--- config.mk ---
export PLATFORM = sky130hd
export DESIGN_NAME = framebuffer_arbiter
export DESIGN_NICKNAME = d
export VERILOG_FILES = /design/src/rtl/fb_pkg.sv /design/src/rtl/fb_write_fifo.sv /design/src/rtl/framebuffer_arbiter.sv
export SDC_FILE = /design/constraint.sdc
export NUM_CORES = 1
export LEC_CHECK = 0
export CAP_MARGIN = 30
export CORE_UTILIZATION = 54
export DETAILED_ROUTE_END_ITERATION = 12
export PLACE_DENSITY = 0.81
export SLEW_MARGIN = 0
export SYNTH_ARGS = -nofsm -noshare
export SYNTH_HDL_FRONTEND = slang
export SYNTH_SLANG_ARGS = --single-unit
--- constraint.sdc ---
create_clock -name vga_clk_25 -period 2.91 [get_ports vga_clk_25]
set_input_delay 0.582 -clock vga_clk_25 [delete_from_list [all_inputs] [get_ports vga_clk_25]]
set_output_delay 0.582 -clock vga_clk_25 [all_outputs]
set_load 0.1 [all_outputs]
--- src/rtl/fb_pkg.sv ---
// Framebuffer geometry and arbiter grant encodings, shared by the arbiter,
// vga_controller and the capture block.
package fb_pkg;

  localparam int FB_WIDTH  = 176;
  localparam int FB_HEIGHT = 144;
  localparam int FB_SIZE   = FB_WIDTH * FB_HEIGHT;

  typedef enum logic [1:0] {
    GRANT_IDLE  = 2'b00,
    GRANT_READ  = 2'b01,
    GRANT_WRITE = 2'b10
  } grant_e;

  // Unsigned bounds test; callers zero-extend their address to 32 bits
  function automatic logic addr_in_range(input logic [31:0] addr, input logic [31:0] limit);
    return (addr < limit);
  endfunction

endpackage

--- src/rtl/fb_write_fifo.sv ---
// Synchronous write-buffer FIFO of {addr,data} entries. Pointers wrap modulo
// DEPTH, and level_next is exported so the owner can register a ready flag.
module fb_write_fifo #(
  parameter int AW    = 16,
  parameter int DW    = 8,
  parameter int DEPTH = 4,
  parameter int PW    = $clog2(DEPTH),
  parameter int LW    = PW + 1
) (
  input  logic          clk,
  input  logic          rst_n,
  input  logic          push,
  input  logic [AW-1:0] push_addr,
  input  logic [DW-1:0] push_data,
  input  logic          pop,
  output logic [AW-1:0] head_addr,
  output logic [DW-1:0] head_data,
  output logic          empty,
  output logic [LW-1:0] level,
  output logic [LW-1:0] level_next
);

  logic [AW+DW-1:0] mem_r [DEPTH];
  logic [PW-1:0]    wr_ptr_r;
  logic [PW-1:0]    rd_ptr_r;
  logic [LW-1:0]    level_r;
  logic             full_s;
  logic             push_s;
  logic             pop_s;

  assign full_s    = (level_r == LW'(DEPTH));
  assign empty     = (level_r == LW'(0));
  assign push_s    = push && !full_s;
  assign pop_s     = pop && !empty;
  assign head_addr = mem_r[rd_ptr_r][AW+DW-1:DW];
  assign head_data = mem_r[rd_ptr_r][DW-1:0];
  assign level     = level_r;

  // Next occupancy: simultaneous push and pop leaves the level unchanged
  always_comb begin
    level_next = level_r;
    case ({push_s, pop_s})
      2'b10:   level_next = level_r + LW'(1);
      2'b01:   level_next = level_r - LW'(1);
      default: level_next = level_r;
    endcase
  end

  // Storage, pointers and occupancy
  always_ff @(posedge clk or negedge rst_n) begin
    if (!rst_n) begin
      for (int i = 0; i < DEPTH; i++) begin
        mem_r[i] <= {(AW+DW){1'b0}};
      end
      wr_ptr_r <= PW'(0);
      rd_ptr_r <= PW'(0);
      level_r  <= LW'(0);
    end else begin
      if (push_s) begin
        mem_r[wr_ptr_r] <= {push_addr, push_data};
        wr_ptr_r        <= wr_ptr_r + PW'(1);
      end
      if (pop_s) begin
        rd_ptr_r <= rd_ptr_r + PW'(1);
      end
      level_r <= level_next;
    end
  end

endmodule

--- src/rtl/framebuffer_arbiter.sv ---
// Single-port framebuffer BRAM arbiter: VGA reads win every cycle with a fixed
// 2-cycle latency; camera writes are buffered and drain on read-free slots.
module framebuffer_arbiter #(
  parameter int ADDR_WIDTH = 16,
  parameter int DATA_WIDTH = 8,
  parameter int FIFO_DEPTH = 4,
  parameter int FB_SIZE    = fb_pkg::FB_SIZE
) (
  input  logic                          vga_clk_25,
  input  logic                          reset_n,
  input  logic                          rd_req,
  input  logic [ADDR_WIDTH-1:0]         rd_addr,
  output logic [DATA_WIDTH-1:0]         rd_data,
  output logic                          rd_valid,
  input  logic                          wr_valid,
  output logic                          wr_ready,
  input  logic [ADDR_WIDTH-1:0]         wr_addr,
  input  logic [DATA_WIDTH-1:0]         wr_data,
  output logic                          bram_en,
  output logic                          bram_we,
  output logic [ADDR_WIDTH-1:0]         bram_addr,
  output logic [DATA_WIDTH-1:0]         bram_din,
  input  logic [DATA_WIDTH-1:0]         bram_dout,
  output logic [$clog2(FIFO_DEPTH):0]   fifo_level,
  output logic                          wr_range_err
);

  import fb_pkg::*;

  localparam int LW = $clog2(FIFO_DEPTH) + 1;

  grant_e                grant_r;
  grant_e                grant_next_s;
  logic [ADDR_WIDTH-1:0] addr_r;
  logic [DATA_WIDTH-1:0] din_r;
  logic                  rd_in_range_s;
  logic                  wr_in_range_s;
  logic                  wr_accept_s;
  logic                  push_s;
  logic                  pop_s;
  logic                  fifo_empty_s;
  logic [ADDR_WIDTH-1:0] head_addr_s;
  logic [DATA_WIDTH-1:0] head_data_s;
  logic [LW-1:0]         level_s;
  logic [LW-1:0]         level_next_s;
  logic                  rd_v1_r;
  logic                  rd_ok1_r;
  logic                  rd_v2_r;
  logic                  rd_ok2_r;
  logic                  wr_ready_r;
  logic                  range_err_r;

  assign rd_in_range_s = addr_in_range(32'(rd_addr), 32'(FB_SIZE));
  assign wr_in_range_s = addr_in_range(32'(wr_addr), 32'(FB_SIZE));
  assign wr_accept_s   = wr_valid && wr_ready_r;
  assign push_s        = wr_accept_s && wr_in_range_s;
  assign pop_s         = (grant_next_s == GRANT_WRITE);

  fb_write_fifo #(
    .AW    (ADDR_WIDTH),
    .DW    (DATA_WIDTH),
    .DEPTH (FIFO_DEPTH)
  ) u_fifo (
    .clk        (vga_clk_25),
    .rst_n      (reset_n),
    .push       (push_s),
    .push_addr  (wr_addr),
    .push_data  (wr_data),
    .pop        (pop_s),
    .head_addr  (head_addr_s),
    .head_data  (head_data_s),
    .empty      (fifo_empty_s),
    .level      (level_s),
    .level_next (level_next_s)
  );

  // Grant state register
  always_ff @(posedge vga_clk_25 or negedge reset_n) begin
    if (!reset_n) begin
      grant_r <= GRANT_IDLE;
    end else begin
      grant_r <= grant_next_s;
    end
  end

  // Next grant: an out-of-range read leaves the slot free for a write
  always_comb begin
    grant_next_s = GRANT_IDLE;
    if (rd_req && rd_in_range_s) begin
      grant_next_s = GRANT_READ;
    end else if (!fifo_empty_s) begin
      grant_next_s = GRANT_WRITE;
    end else begin
      grant_next_s = GRANT_IDLE;
    end
  end

  // BRAM strobes decoded from the registered grant
  always_comb begin
    bram_en = 1'b0;
    bram_we = 1'b0;
    case (grant_r)
      GRANT_READ: begin
        bram_en = 1'b1;
        bram_we = 1'b0;
      end
      GRANT_WRITE: begin
        bram_en = 1'b1;
        bram_we = 1'b1;
      end
      default: begin
        bram_en = 1'b0;
        bram_we = 1'b0;
      end
    endcase
  end

  // BRAM address/data registers, zeroed on idle slots
  always_ff @(posedge vga_clk_25 or negedge reset_n) begin
    if (!reset_n) begin
      addr_r <= {ADDR_WIDTH{1'b0}};
      din_r  <= {DATA_WIDTH{1'b0}};
    end else begin
      case (grant_next_s)
        GRANT_READ: begin
          addr_r <= rd_addr;
          din_r  <= {DATA_WIDTH{1'b0}};
        end
        GRANT_WRITE: begin
          addr_r <= head_addr_s;
          din_r  <= head_data_s;
        end
        default: begin
          addr_r <= {ADDR_WIDTH{1'b0}};
          din_r  <= {DATA_WIDTH{1'b0}};
        end
      endcase
    end
  end

  // Two-stage read-valid pipeline carrying the in-range qualifier
  always_ff @(posedge vga_clk_25 or negedge reset_n) begin
    if (!reset_n) begin
      rd_v1_r  <= 1'b0;
      rd_ok1_r <= 1'b0;
      rd_v2_r  <= 1'b0;
      rd_ok2_r <= 1'b0;
    end else begin
      rd_v1_r  <= rd_req;
      rd_ok1_r <= rd_req && rd_in_range_s;
      rd_v2_r  <= rd_v1_r;
      rd_ok2_r <= rd_ok1_r;
    end
  end

  // Write-side status: ready tracks next occupancy, range error is sticky
  always_ff @(posedge vga_clk_25 or negedge reset_n) begin
    if (!reset_n) begin
      wr_ready_r  <= 1'b0;
      range_err_r <= 1'b0;
    end else begin
      wr_ready_r  <= (level_next_s < LW'(FIFO_DEPTH));
      range_err_r <= range_err_r || (wr_accept_s && !wr_in_range_s);
    end
  end

  assign bram_addr    = addr_r;
  assign bram_din     = din_r;
  assign rd_valid     = rd_v2_r;
  assign rd_data      = rd_ok2_r ? bram_dout : {DATA_WIDTH{1'b0}};
  assign wr_ready     = wr_ready_r;
  assign fifo_level   = level_s;
  assign wr_range_err = range_err_r;

endmodule
==> metrics.md <==
| Metric | Value |
|---|---|
| Synth Flop Type | `dfrtp_1` |
| Final setup viols | `0` |
| Total CTS buffers | `17` |
| CP Launch Point | `rd_addr[14]` |
| Vias in the first global route | `about 3800` |
| Reg clk slew, reported paths | `0.06 ns` |
| Max Root-Sink Buffers | `2` |
| Core area | `0.0110 mm²` |
| Die X | `~110 µm` |
| GR Util All Layers | `0.234` |
| Initial Utilization | `0.560` |
| Total vias in the final route | `3566` |
| CTS Hold Bufs | `0` |
| CP most frequent cell | `inv_1` |
| Critical path class | `input pin to flop` |
| Sequential fraction of the synthesis area | `0.545` |
| Final hold vios | `0` |
| Yosys top cell by area | `dfrtp_1` |
| First-pass iteration count of the detailed router | `4` |
| Startpoint type of the worst setup path | `input pin` |
| Antenna Cells | `0` |
| Final core area utilization | `0.712` |
| CP max FO | `3` |
| Routed WL | `12400 µm` |
| Final Max Slew Viols | `0` |
| Unrepaired setup endpoints after global routing | `false` |
| Clock share of power | `0.233` |
| Setup Buffers After CTS | `0` |
| Resized cells post-CTS | `0` |
| Slew @ Worst Pin | `0.647 ns` |
| Commonest non-fill, non-tap cells in the layout | `dfrtp_1, mux2_4, buf_4` |
| Total gr overflow | `0` |
| Syn nets | `437` |
| Insertion delay to the later sink of the worst-skew pair | `about 0.4 ns` |
| Comb pwr share | `0.438` |
| DRC | `0` |
| Clk root buf | `clkbuf_16` |
| Status | `completed` |
| Max-Cap Viols | `0` |
| Final Skew | `0.00794 ns` |
| Synth Cell Area | `0.00615 mm²` |
| Register area | `around 0.0034 mm²` |
| PD cells | `1230 mW/mm²` |
| Worst path slowest cell | `clkdlybuf4s50_1` |
| Layout filler cell count | `approximately 700` |
| Worst-case vdd ir drop | `between 0.0008 and 0.0009 V` |
| Max transition margin | `0.569` |
| Placement row count | `38` |
| WL/cell | `19.4 µm` |
| Crit-path max cell delay | `roughly 0.48 ns` |
| Sequential power share | `0.329` |
| Sw frac | `0.368` |
| Area delta synth->final | `27.1%` |
| First-pass GRT wire length | `20100 µm` |
| Leading cell type in the layout, fill and taps excluded | `dfrtp_1` |
| FFs w/ async S/R, synth | `1.00` |
| Netlist cell types | `32` |
| DR iter-0 viols | `about 170` |
| DIE AREA | `0.0118 mm²` |
| CP Data Required Time | `about 3.2 ns` |
| Dpl cells | `610` |
| Layout cells sized above 1 | `0.427` |
| Non-filler cells, final | `between 600 and 700` |
| Hpwl dp | `8040 µm` |
| CTS Sinks | `134` |
| Worst hold path class | `input pin to async pin` |
| Max Freq | `399 MHz` |
| Worst setup EP type | `flop` |
| Routability-driven placement congestion ratio | `0.755` |
| Ys Warns | `0` |
| PortBufs | `just over 90` |
| Initial antenna violation count | `0` |
| Setup TNS | `0 ns` |
| Synthesized area per cell | `16.3 µm²` |
| Nets | `548` |
| Vias/cell | `5.56` |
| Yosys top cell area share | `0.545` |
| Top cells by area, synth | `dfrtp_1, mux2_4, mux4_2, mux2_2, o2bb2ai_1` |
| Number of synthesized flops with an enable pin | `0` |
| Chip height | `109 µm` |
| H-tree depth | `4` |
| Internal | `6100 µW` |
| Crit share post-route | `0.861` |
| CP cell instances | `clkdlybuf4s50_1 > nand2_1 > a21oi_1 > nand2_1 > inv_1 > ha_1 > inv_1 > fa_1 > xor2_1 > nor2_1 > xor2_1 > inv_1` |
| Switching power | `3550 µW` |
| Largest net degree at the start of global routing | `62` |
| Critical Path AT | `2.80 ns` |
| Mapped Cells | `378` |
| Synth Register Bits | `134` |
| Post-DRT Antenna Nets | `0` |
| CTS tree | `built` |
| Multi-input logic area | `0.00259 mm²` |
| Io pins | `92` |
| Final min period | `2.51 ns` |
| Leakage | `0.00380 µW` |
power groups by stage:
stage / clock (µW) / combinational (µW) / sequential, µW
after global placement: 0 / 4170 / 3130
after floorplan: 0 / 2290 / 4220
after global routing: 2380 / 4460 / 3260
final: 2250 / 4230 / 3180
after detailed placement: 0 / 4240 / 3180
after CTS: 2290 / 4270 / 3170
layout make-up:
cell class / count / share of cell area
flip-flops and latches: 134 / 0.429
multi-input cells: 208 / 0.331
repair buffers: 114 / 0.132
clock buffers: 23 / 0.0611
well taps: 140 / 0.0224
clock inverters: 8 / 0.0187
inverters: 14 / 0.00672
metrics by stage:
stage	hold slack, ns	area, µm²	worst slack (ns)	power [µW]
final	0.194	7830	0.404	9650
after global routing	0.229	7830	0.194	10100
after CTS	0.213	7830	0.400	9730
after detailed placement	0.342	7200	0.00279	7420
after global placement	0.338	7200	0.124	7300
after floorplan	0.286	6150	0.0952	6500
cell families (layout without fill, tap and decap cells):
| family | Yosys count | count (layout) | synth area share |
|---|---|---|---|
| DFF | 134 | 134 | 0.545 |
| AOI/OAI and AO/OA | 22 | 22 | 0.0303 |
| muxes | 117 | 117 | 0.304 |
| buffers and inverters | 36 | 159 | 0.0348 |
| and+or+nand+nor | 56 | 56 | 0.0620 |
| xor gates and xnor gates | 6 | 6 | 0.00854 |
| adders and majority gates | 7 | 7 | 0.0155 |
per-layer routing:
layer	vias to the layer above	part of all wire	GRT usage
met4	0	0.016	0.0898
met5	-	0	0
li1	1590	-	-
met1	1827	0.42	0.304
met3	17	0.063	0.0634
met2	132	0.50	0.378
state kept, by name, indices dropped and copies added (netlist names), named ones only:
signal           cells
wr_ready             1
u_fifo.wr_ptr_r      2
wr_range_err         1
bram_addr           16
u_fifo.rd_ptr_r      2
rd_ok2_r             1
u_fifo.mem_r        96
grant_r              2
rd_valid             1
bram_din             8
u_fifo.level         2
rd_v1_r              1
cell usage after synthesis, types with 2 or more instances:
| master | number |
|---|---|
| dfrtp_1 | 134 |
| mux2_4 | 76 |
| mux4_2 | 24 |
| mux2_2 | 16 |
| and2_1 | 14 |
| inv_1 | 14 |
| nand3b_1 | 12 |
| o2bb2ai_1 | 12 |
| and3_1 | 9 |
| buf_6 | 9 |
| clkbuf_1 | 8 |
| nand2_1 | 8 |
| ha_1 | 6 |
| nand3_4 | 4 |
| o31ai_1 | 4 |
| xnor2_1 | 4 |
| buf_2 | 3 |
| nand3_1 | 3 |
| a21oi_1 | 2 |
| buf_4 | 2 |
| nor3_1 | 2 |
| xor2_1 | 2 |
path summary, 6_finish.rpt:
check	end	slack, ns	cells after the start
hold reg to reg	rd_valid$_DFF_PN0_	0.35	0
hold / removal	u_fifo.mem_r[5]$_DFFE_PN0P_	0.19	1
setup / recovery	wr_ready$_DFF_PN0_	0.40	12
max in group asynchronous	u_fifo.mem_r[35]$_DFFE_PN0P_	1.93	2
min in group vga_clk_25	rd_valid$_DFF_PN0_	0.35	0
setup reg to reg	wr_ready$_DFF_PN0_	0.53	11
critical path: cells and delay by family:
kind                     cells  cell delay [ns]
AND/OR/NAND/NOR              3             0.33
AO/OA/AOI/OAI                1             0.22
buffers and inverters        4             0.72
XOR/XNOR                     2             0.37
adder cells (fa/ha/maj)      2             0.57
Power figures use the tool's default switching activity.
